<file path="src/rtl/doorlock_ctrl_if.sv">
// Keypad/door bus of the door-lock controller. The keypad side (master) drives the keys and
// the digit shift-register taps. The controller (slave) drives the door, alarm and status lines.
interface doorlock_ctrl_if;
  // Keys are plain levels with no valid/ready pairing. The controller acts once per rising edge
  // of each level, one cycle after the rise, and ignores how long the key is held.
  logic       key_any;
  logic       enter;
  logic       change;
  logic [3:0] dig3;
  logic [3:0] dig2;
  logic [3:0] dig1;
  logic [3:0] dig0;
  logic       unlock;
  logic       alarm;
  logic       clr_entry;
  logic [2:0] digit_cnt;
  logic [1:0] fail_cnt;
  logic [1:0] state_dbg;

  modport master (
    output key_any, enter, change, dig3, dig2, dig1, dig0,
    input  unlock, alarm, clr_entry, digit_cnt, fail_cnt, state_dbg
  );

  modport slave (
    input  key_any, enter, change, dig3, dig2, dig1, dig0,
    output unlock, alarm, clr_entry, digit_cnt, fail_cnt, state_dbg
  );
endinterface

</file>
<file path="src/rtl/doorlock_ctrl.sv">
// Four-digit keypad door lock: password check, timed unlock, password change and
// a timed alarm lockout after repeated failures.
module doorlock_ctrl #(
  parameter logic [15:0] DEFAULT_PW  = 16'h1234,
  parameter logic [23:0] OPEN_CYCLES = 24'd100,
  parameter logic [23:0] LOCK_CYCLES = 24'd200,
  parameter logic [1:0]  MAX_FAIL    = 2'd3
) (
  input  logic           clk,
  input  logic           rst,
  doorlock_ctrl_if.slave bus
);

  typedef enum logic [1:0] {
    S_IDLE  = 2'd0,
    S_OPEN  = 2'd1,
    S_SET   = 2'd2,
    S_ALARM = 2'd3
  } state_t;

  state_t      state_q;
  logic [2:0]  keys_q;      // {change, enter, key_any} registered once
  logic [2:0]  keys_prev_q; // previous value of keys_q
  logic        armed_q;     // low only on the first cycle after reset
  logic        unlock_q;
  logic        alarm_q;
  logic        clr_entry_q;
  logic [2:0]  digit_cnt_q;
  logic [1:0]  fail_cnt_q;
  logic [23:0] timer_q;
  logic [15:0] pw_q;

  logic [2:0]  digit_inc_d;
  logic [1:0]  fail_inc_d;
  logic [2:0]  keys_now;
  logic        key_edge;
  logic        enter_edge;
  logic        change_edge;
  logic [15:0] entry;

  assign keys_now    = {bus.change, bus.enter, bus.key_any};
  assign key_edge    = keys_q[0] & ~keys_prev_q[0];
  assign enter_edge  = keys_q[1] & ~keys_prev_q[1];
  assign change_edge = keys_q[2] & ~keys_prev_q[2];
  assign entry       = {bus.dig3, bus.dig2, bus.dig1, bus.dig0};

  always_comb begin
    digit_inc_d = (digit_cnt_q == 3'd4) ? 3'd4 : digit_cnt_q + 3'd1;
    fail_inc_d  = fail_cnt_q + 2'd1;
  end

  always_ff @(posedge clk or negedge rst) begin
    if (!rst) begin
      state_q     <= S_IDLE;
      keys_q      <= 3'b000;
      keys_prev_q <= 3'b000;
      armed_q     <= 1'b0;
      unlock_q    <= 1'b0;
      alarm_q     <= 1'b0;
      clr_entry_q <= 1'b0;
      digit_cnt_q <= 3'd0;
      fail_cnt_q  <= 2'd0;
      timer_q     <= 24'd0;
      pw_q        <= DEFAULT_PW;
    end else begin
      keys_q      <= keys_now;
      // On the first cycle both stages load the live keys, so a key held through reset never looks like a rise.
      keys_prev_q <= armed_q ? keys_q : keys_now;
      armed_q     <= 1'b1;
      clr_entry_q <= 1'b0;

      case (state_q)
        S_IDLE: begin
          if (enter_edge) begin
            clr_entry_q <= 1'b1;
            digit_cnt_q <= 3'd0;
            if (digit_cnt_q == 3'd4 && entry == pw_q) begin
              state_q    <= S_OPEN;
              unlock_q   <= 1'b1;
              timer_q    <= OPEN_CYCLES - 24'd1;
              fail_cnt_q <= 2'd0;
            end else begin
              fail_cnt_q <= fail_inc_d;
              if (fail_inc_d == MAX_FAIL) begin
                state_q <= S_ALARM;
                alarm_q <= 1'b1;
                timer_q <= LOCK_CYCLES - 24'd1;
              end
            end
          end else if (key_edge) begin
            digit_cnt_q <= digit_inc_d;
          end
        end

        S_OPEN: begin
          digit_cnt_q <= 3'd0;
          // Relock beats change, which beats the hold timer running out.
          if (enter_edge) begin
            state_q  <= S_IDLE;
            unlock_q <= 1'b0;
            timer_q  <= 24'd0;
          end else if (change_edge) begin
            state_q     <= S_SET;
            unlock_q    <= 1'b0;
            clr_entry_q <= 1'b1;
            timer_q     <= 24'd0;
          end else if (timer_q == 24'd0) begin
            state_q  <= S_IDLE;
            unlock_q <= 1'b0;
          end else begin
            timer_q <= timer_q - 24'd1;
          end
        end

        S_SET: begin
          if (enter_edge) begin
            if (digit_cnt_q == 3'd4) begin
              pw_q <= entry;
            end
            state_q     <= S_IDLE;
            clr_entry_q <= 1'b1;
            digit_cnt_q <= 3'd0;
          end else if (key_edge) begin
            digit_cnt_q <= digit_inc_d;
          end
        end

        S_ALARM: begin
          digit_cnt_q <= 3'd0;
          if (timer_q == 24'd0) begin
            state_q    <= S_IDLE;
            alarm_q    <= 1'b0;
            fail_cnt_q <= 2'd0;
          end else begin
            timer_q <= timer_q - 24'd1;
          end
        end

        default: begin
          state_q <= S_IDLE;
        end
      endcase
    end
  end

  assign bus.unlock    = unlock_q;
  assign bus.alarm     = alarm_q;
  assign bus.clr_entry = clr_entry_q;
  assign bus.digit_cnt = digit_cnt_q;
  assign bus.fail_cnt  = fail_cnt_q;
  assign bus.state_dbg = state_q;

endmodule
</file>
<file path="src/flat_wrapper.sv">
// flat-port wrapper written by rule: the top's interface ports become plain ports
module doorlock_ctrl_flat 
#(
  parameter logic [15:0] DEFAULT_PW  = 16'h1234,
  parameter logic [23:0] OPEN_CYCLES = 24'd100,
  parameter logic [23:0] LOCK_CYCLES = 24'd200,
  parameter logic [1:0]  MAX_FAIL    = 2'd3
)
  (clk, rst, bus_key_any, bus_enter, bus_change, bus_dig3, bus_dig2, bus_dig1, bus_dig0, bus_unlock, bus_alarm, bus_clr_entry, bus_digit_cnt, bus_fail_cnt, bus_state_dbg);
  doorlock_ctrl_if bus_i ();
  input  logic clk;
  input  logic rst;
  input wire logic [$bits(bus_i.key_any)-1:0] bus_key_any;
  input wire logic [$bits(bus_i.enter)-1:0] bus_enter;
  input wire logic [$bits(bus_i.change)-1:0] bus_change;
  input wire logic [$bits(bus_i.dig3)-1:0] bus_dig3;
  input wire logic [$bits(bus_i.dig2)-1:0] bus_dig2;
  input wire logic [$bits(bus_i.dig1)-1:0] bus_dig1;
  input wire logic [$bits(bus_i.dig0)-1:0] bus_dig0;
  output wire logic [$bits(bus_i.unlock)-1:0] bus_unlock;
  output wire logic [$bits(bus_i.alarm)-1:0] bus_alarm;
  output wire logic [$bits(bus_i.clr_entry)-1:0] bus_clr_entry;
  output wire logic [$bits(bus_i.digit_cnt)-1:0] bus_digit_cnt;
  output wire logic [$bits(bus_i.fail_cnt)-1:0] bus_fail_cnt;
  output wire logic [$bits(bus_i.state_dbg)-1:0] bus_state_dbg;
  assign bus_i.key_any = bus_key_any;
  assign bus_i.enter = bus_enter;
  assign bus_i.change = bus_change;
  assign bus_i.dig3 = bus_dig3;
  assign bus_i.dig2 = bus_dig2;
  assign bus_i.dig1 = bus_dig1;
  assign bus_i.dig0 = bus_dig0;
  assign bus_unlock = bus_i.unlock;
  assign bus_alarm = bus_i.alarm;
  assign bus_clr_entry = bus_i.clr_entry;
  assign bus_digit_cnt = bus_i.digit_cnt;
  assign bus_fail_cnt = bus_i.fail_cnt;
  assign bus_state_dbg = bus_i.state_dbg;
  doorlock_ctrl #(.DEFAULT_PW(DEFAULT_PW), .OPEN_CYCLES(OPEN_CYCLES), .LOCK_CYCLES(LOCK_CYCLES), .MAX_FAIL(MAX_FAIL)) u_core (.clk(clk), .rst(rst), .bus(bus_i));
endmodule
</file>
<file path="config.mk">
export PLATFORM = sky130hd
export DESIGN_NAME = doorlock_ctrl_flat
export DESIGN_NICKNAME = d
export VERILOG_FILES = /design/src/rtl/doorlock_ctrl_if.sv /design/src/rtl/doorlock_ctrl.sv /design/src/flat_wrapper.sv
export SDC_FILE = /design/constraint.sdc
export NUM_CORES = 1
export LEC_CHECK = 0
export ABC_AREA = 1
export CORE_ASPECT_RATIO = 1.4
export CORE_MARGIN = 5
export CORE_UTILIZATION = 46
export DETAILED_ROUTE_END_ITERATION = 8
export PLACE_DENSITY = 0.72
export SLEW_MARGIN = 5
export SYNTH_ARGS = -nofsm -noshare
export SYNTH_HDL_FRONTEND = slang
export SYNTH_SLANG_ARGS = --single-unit
</file>
<file path="constraint.sdc">
create_clock -name clk -period 3.3 [get_ports clk]
set_input_delay 0.33 -clock clk [delete_from_list [all_inputs] [get_ports clk]]
set_output_delay 0.33 -clock clk [all_outputs]
set_load 0.01 [all_outputs]
</file>
==> results.cfg, run 1 <==
[logic_synthesis]
synth_edf_count = 0
avgSynthCellArea_sq_um = 6.85
synth.distinct_cells = 39
yosys_warnings = 0
syn-cell-area_sq_um = 3810
yosys_most_used_dff = dfrtp_1
async_flop_share_pct = 100
syn-instance-count = 556
ys_ff_latch = 57
synth.net_count = 587
ys_seq_area_share_pct = 37.6

[timing]
hold_violations = 0
finalCritPeriodShare_pct = 65.7
whs_ps = 126
fin_crit_ps = 2170
setup_viol = 0
tightestPinTransition_ps = 922
rsz0062_at_grt = no
relSlewSlack_pct = 38.3
fin_setup_tns_ps = 0
slew_violations = 0
fmax_mhz = 461
finalClockSkew_ps = 7.60

[floorplanning]
die_h_um = 118
core_area_sq_um = 8100
start_util_pct = 47.0
rows = 39
die_w_um = 86.9
dieArea_sq_um = 10200
io_pins = 31

[route]
ant_nets = 0
wl_per_cell_um = 12.7
vias_per_cell = 5.09
drt-total-wl_um = 8870
drt_iter0_markers = 169
drc = 0
via_count = 3550
dr.pass1.iters = 5

[finish]
drive_gt1_share_pct = 8.24
fin_cells = 697
area_growth_pct = 17.7
mostFrequentLayoutCells = nand2_1, inv_1, nor2_1, dfrtp_1, nand3_1
multi_input_area_sq_um = 1970
mostFrequentLayoutCell = nand2_1
final_nets = 621
final_util_pct = 55.3
ff_latch_area_sq_um = 1430
antenna-diode-count = 0
nFillCells = 785

[power_and_ir_drop]
power_mw = 4.24
vdd_drop_max_mv = 0.541
powerDensity_nw_per_um2 = 947
p_leak_nw = 2.40

[worst_setup_path]
path_buf_inv = 4
cp-start-kind = flip-flop
arrival_ps = 2390
path_max_fanout = 18
slowest_delay_ps = 390
cp_cell_sequence = inv_1 > ha_1 > nand2_2 > inv_2 > nand2_1 > nor2_1 > nand2_1 > nor2_2 > nand3_4 > nand2_4 > nand2_8 > clkinv_8 > nand2_2 > inv_2 > nor2_1
path_class = reg2reg
r2r_slack_ps = 1130
cp_top_family = simple AND/OR/NAND/NOR gates
cp.required_ps = 3530
cpMaxStageDelayCell = dfrtp_1
cp-end-kind = flip-flop

[clock_network]
post-cts-setup-buffers = 0
cts_buffers = 9
clock_latency_ps = 340
cts_root_buffer = clkbuf_16
hold_buffers = 0
clk_pin_slew_ps = 50
tritoncts = done
htreeDepth = 3
ctsResizeCount = 0
cts_buffer_depth = 2
clock-sinks = 57

[global_route]
grt_pass1_vias = 3481
grt_overflow = 0
grt.total_usage_pct = 18.8
grt_first_pass_wirelength_um = 15400
antenna_found_initial = 0
grt_max_degree = 39

[place]
gp_congestion = 0.943
hpwl_um = 6660
portBuffers = 30
dp.cells = 681

[run_status]
status = completed

[run]
drv_cap = 0

[min_path]
holdCritPathClass = in2async
==> synthesized netlist by cell type (2+ instances only) <==
| master | n | area, sq um |
|---|---|---|
| a21oi_1 | 8 | 40.0 |
| clkbuf_1 | 3 | 11.3 |
| clkinv_1 | 2 | 7.51 |
| dfrtp_1 | 52 | 1300 |
| dfstp_2 | 5 | 131 |
| ha_1 | 10 | 125 |
| inv_1 | 79 | 297 |
| inv_2 | 4 | 15.0 |
| mux2_2 | 5 | 56.3 |
| nand2_1 | 172 | 646 |
| nand2_2 | 2 | 12.5 |
| nand3_1 | 39 | 195 |
| nand3_2 | 2 | 20.0 |
| nand4_1 | 19 | 119 |
| nor2_1 | 79 | 297 |
| nor2_2 | 6 | 37.5 |
| nor2_4 | 3 | 33.8 |
| nor3_1 | 2 | 10.0 |
| o21ai_0 | 29 | 145 |
| o21ai_1 | 6 | 30.0 |
| o22ai_1 | 3 | 18.8 |
| xnor2_1 | 7 | 61.3 |
| xor2_1 | 3 | 26.3 |
==> area by class of cell <==
class / instances / area share, %
Timing Repair Buffer: 31 / 6.76
Sequential cell: 57 / 32.0
Tap cell: 102 / 2.85
Multi-Input combinational cell: 405 / 44.0
Clock inverter: 6 / 1.84
Inverter: 86 / 7.49
Clock buffer: 10 / 5.11
==> state kept, by name, indices dropped and copies added (netlist names) <==
signal,flops
u_core.bus.clr_entry,1
u_core.bus.digit_cnt,3
u_core.keys_prev_q,3
u_core.keys_q,3
u_core.bus.fail_cnt,2
u_core.bus.alarm,1
u_core.pw_q,16
u_core.bus.unlock,1
u_core.timer_q,24
u_core.armed_q,1
u_core.bus.state_dbg,2
==> power by group <==
| group | internal [mW] | total, mW | switching (mW) |
|---|---|---|---|
| combinational | 0.742 | 2.12 | 1.38 |
| sequential | 0.941 | 1.14 | 0.198 |
| clock | 0.656 | 0.983 | 0.327 |
==> logic make-up (layout without fill, tap and decap cells) <==
| group | Yosys count | in the layout | share of synthesized area (%) |
|---|---|---|---|
| other | 1 | 1 | 0.0985 |
| muxes | 5 | 5 | 1.48 |
| AOI/OAI and AO/OA | 49 | 49 | 6.71 |
| buffers and inverters | 94 | 133 | 10.7 |
| and+or+nand+nor | 330 | 330 | 37.8 |
| xor gates and xnor gates | 10 | 10 | 2.30 |
| adders and majority gates | 10 | 10 | 3.29 |
| DFF | 57 | 57 | 37.6 |
==> per-layer routing <==
metal / GRT usage [%] / up-vias / part of all wire [%]
li1: - / 1808 / -
met1: 22.0 / 1628 / 41
met2: 31.3 / 86 / 51
met3: 4.20 / 28 / 3.8
met4: 9.55 / 0 / 3.7
met5: 0 / - / 0
==> path summary, 6_finish.rpt <==
path,start,end,cells after the start
max,u_core.bus.digit_cnt[0],u_core.timer_q[23],15
min,rst,u_core.pw_q[3],1
max reg2reg,u_core.bus.digit_cnt[0],u_core.timer_q[23],15
min reg2reg,u_core.bus.alarm,u_core.bus.alarm,2
max in group asynchronous,rst,u_core.timer_q[1],2
min in group clk,bus_change,u_core.keys_q[2],1
==> metrics by stage <==
step / cell area [sq um] / setup WS (ps)
final: 4480 / 1130
after floorplan: 3810 / 1500
after detailed placement: 4170 / 987
after CTS: 4480 / 1110
after global placement: 4170 / 1040
after global routing: 4480 / 922
==> worst reg2reg max path: cells and delay by family (launching register included) <==
family,cells,cell delay [ps]
fa+ha+maj,1,170
buf+inv,4,430
flops,1,390
simple gates,10,1080
(Power assumes the default switching activity.)
==> run 2: changes to the inputs <==
==> constraint.sdc (replaced) <==
create_clock -name clk -period 2.27 [get_ports clk]
set_input_delay 0.227 -clock clk [delete_from_list [all_inputs] [get_ports clk]]
set_output_delay 0.227 -clock clk [all_outputs]
set_load 0.01 [all_outputs]
==> run 2 against run 1 <==
Sequential power increased by 44%. Critical path type unchanged. Sequential cell count unchanged. Clock skew decreased by 0.79 ps. Utilization increased by 0.77 points. Power increased by 47%. Highest routed layer unchanged.
==> results.cfg, run 2 (synthesized netlist as in run 1, its figures left out) <==
[route]
via_count = 3601
wl_per_cell_um = 12.9
ant_nets = 0
drt-total-wl_um = 9120
dr.pass1.iters = 6
drc = 0
drt_iter0_markers = 214
vias_per_cell = 5.10

[finish]
mostFrequentLayoutCell = nand2_1
fin_cells = 706
drive_gt1_share_pct = 9.44
regMostFlops = u_core.timer_q
nFillCells = 795
final_nets = 631
largest_register_ffs = 24
mostFrequentLayoutCells = nand2_1, inv_1, nor2_1, dfrtp_1, nand3_1
area_growth_pct = 19.3
reg_top3 = u_core.timer_q: 24 flops, u_core.pw_q: 16 flops
antenna-diode-count = 0

[power_and_ir_drop]
powerDensity_nw_per_um2 = 1370
p_leak_nw = 2.45
vdd_drop_max_mv = 0.895

[worst_setup_path]
cp_cell_sequence = inv_1 > ha_1 > inv_1 > nor2_1 > nand2_4 > nand2_8 > clkinv_8 > nand2_2 > inv_2 > nor2_1
cp-end-kind = flip-flop
cp.required_ps = 2520
path_buf_inv = 4
r2r_slack_ps = 230
cp-start-kind = flip-flop
path_class = reg2reg
arrival_ps = 2300
path_max_fanout = 18
cpMaxStageDelayCell = dfrtp_1
cp_top_family = simple AND/OR/NAND/NOR gates
slowest_delay_ps = 430

[clock_network]
post-cts-setup-buffers = 0
clock-sinks = 57
cts_buffers = 9
cts_root_buffer = clkbuf_16
tritoncts = done
ctsResizeCount = 0
clock_latency_ps = 330
cts_buffer_depth = 2
htreeDepth = 3
clk_pin_slew_ps = 50

[run]
drv_cap = 0

[place]
gp_congestion = 0.885
dp.cells = 690
portBuffers = 30
hpwl_um = 6890

[floorplanning]
die_h_um = 118
rows = 39
dieArea_sq_um = 10200
io_pins = 31
core_area_sq_um = 8100
die_w_um = 86.9
start_util_pct = 47.0

[timing]
hold_violations = 0
fmax_mhz = 490
tightestPinTransition_ps = 531
finalClockSkew_ps = 6.81
setup_viol = 0
slew_violations = 0
fin_setup_tns_ps = 0
fin_crit_ps = 2040
rsz0062_at_grt = no
relSlewSlack_pct = 64.6
finalCritPeriodShare_pct = 89.9

[run_status]
status = completed

[global_route]
grt_max_degree = 24
grt_first_pass_wirelength_um = 15900
grt_pass1_vias = 3608
antenna_found_initial = 0
grt_overflow = 0
grt.total_usage_pct = 19.3

[min_path]
holdCritPathClass = in2reg
run 2: cell types whose count changed in the layout (fill, tap and decap cells not counted), sizes merged:
| cell | before | now |
|---|---|---|
| buf | 2 | 11 |
| clkinv | 6 | 5 |
| clkbuf | 10 | 12 |
| clkinvlp | 1 | 0 |
| dlygate4sd3 | 0 | 1 |
| bufinv | 2 | 1 |
run 2: final timing paths:
path,startpoint,to,cells after the start
setup / recovery,u_core.bus.state_dbg[0],u_core.timer_q[17],10
hold / removal,bus_key_any,u_core.keys_q[0],1
setup reg to reg,u_core.bus.state_dbg[0],u_core.timer_q[17],10
hold reg to reg,u_core.pw_q[5],u_core.pw_q[5],2
max in group asynchronous,rst,u_core.pw_q[12],3
min in group asynchronous,rst,u_core.timer_q[3],2
run 2: through the flow:
stage,hold WS (ps),area [sq um],power [mW],setup slack (ps),util (%)
2_1_floorplan,-68.6,3810,4.05,474,-
3_3_place_gp,238,4230,4.75,323,52.3
3_5_place_dp,243,4230,4.84,253,52.3
4_1_cts,356,4540,6.25,232,56.1
5_1_grt,361,4540,6.81,20.8,56.1
6_report,366,4540,6.22,229,56.1
run 2: cell type report:
cell class / count / area [sq um] / share of cell area, %
Multi-Input combinational cell: 405 / 1970 / 43.3
Sequential cell: 57 / 1430 / 31.6
Timing Repair Buffer: 41 / 380 / 8.38
Inverter: 86 / 335 / 7.38
Clock buffer: 12 / 256 / 5.65
Tap cell: 102 / 128 / 2.81
Clock inverter: 3 / 40.0 / 0.882
run 2: worst reg2reg max path, cell delays in order, from the launching register on:
cell and delay (ps):
dfrtp_1 430, inv_1 140, ha_1 250, inv_1 130
nor2_1 320, nand2_4 130, nand2_8 170, clkinv_8 120
nand2_2 110, inv_2 60, nor2_1 120
run 2: where the power goes:
group | total [mW] | internal (mW) | switching (mW)
Clock | 1.34 | 0.897 | 0.445
Sequential | 1.64 | 1.37 | 0.275
Combinational | 3.24 | 1.15 | 2.09
run 2: metal layers:
layer	vias up	GRT usage [%]	wire, um
li1	1831	-	-
met1	1676	22.8	3770
met2	75	32.5	4760
met3	19	3.36	317
met4	0	10.6	277
met5	-	0	0
run 2: repair_timing:
item	CTS	global route
hold endpoints to repair	17	0
hold buffers	1	0
endpoints found under the setup margin	0	0
==> run 3: changes to the inputs <==
--- a/config.mk
+++ b/config.mk
@@ -6,6 +6,7 @@
 export NUM_CORES = 1
 export LEC_CHECK = 0
 export ABC_AREA = 1
+export ABC_CLOCK_PERIOD_IN_PS = 2270
 export CORE_ASPECT_RATIO = 1.4
 export CORE_MARGIN = 5
 export CORE_UTILIZATION = 46
==> results of run 3 <==
Final layout, timing and power as in run 2 (identical DEF).
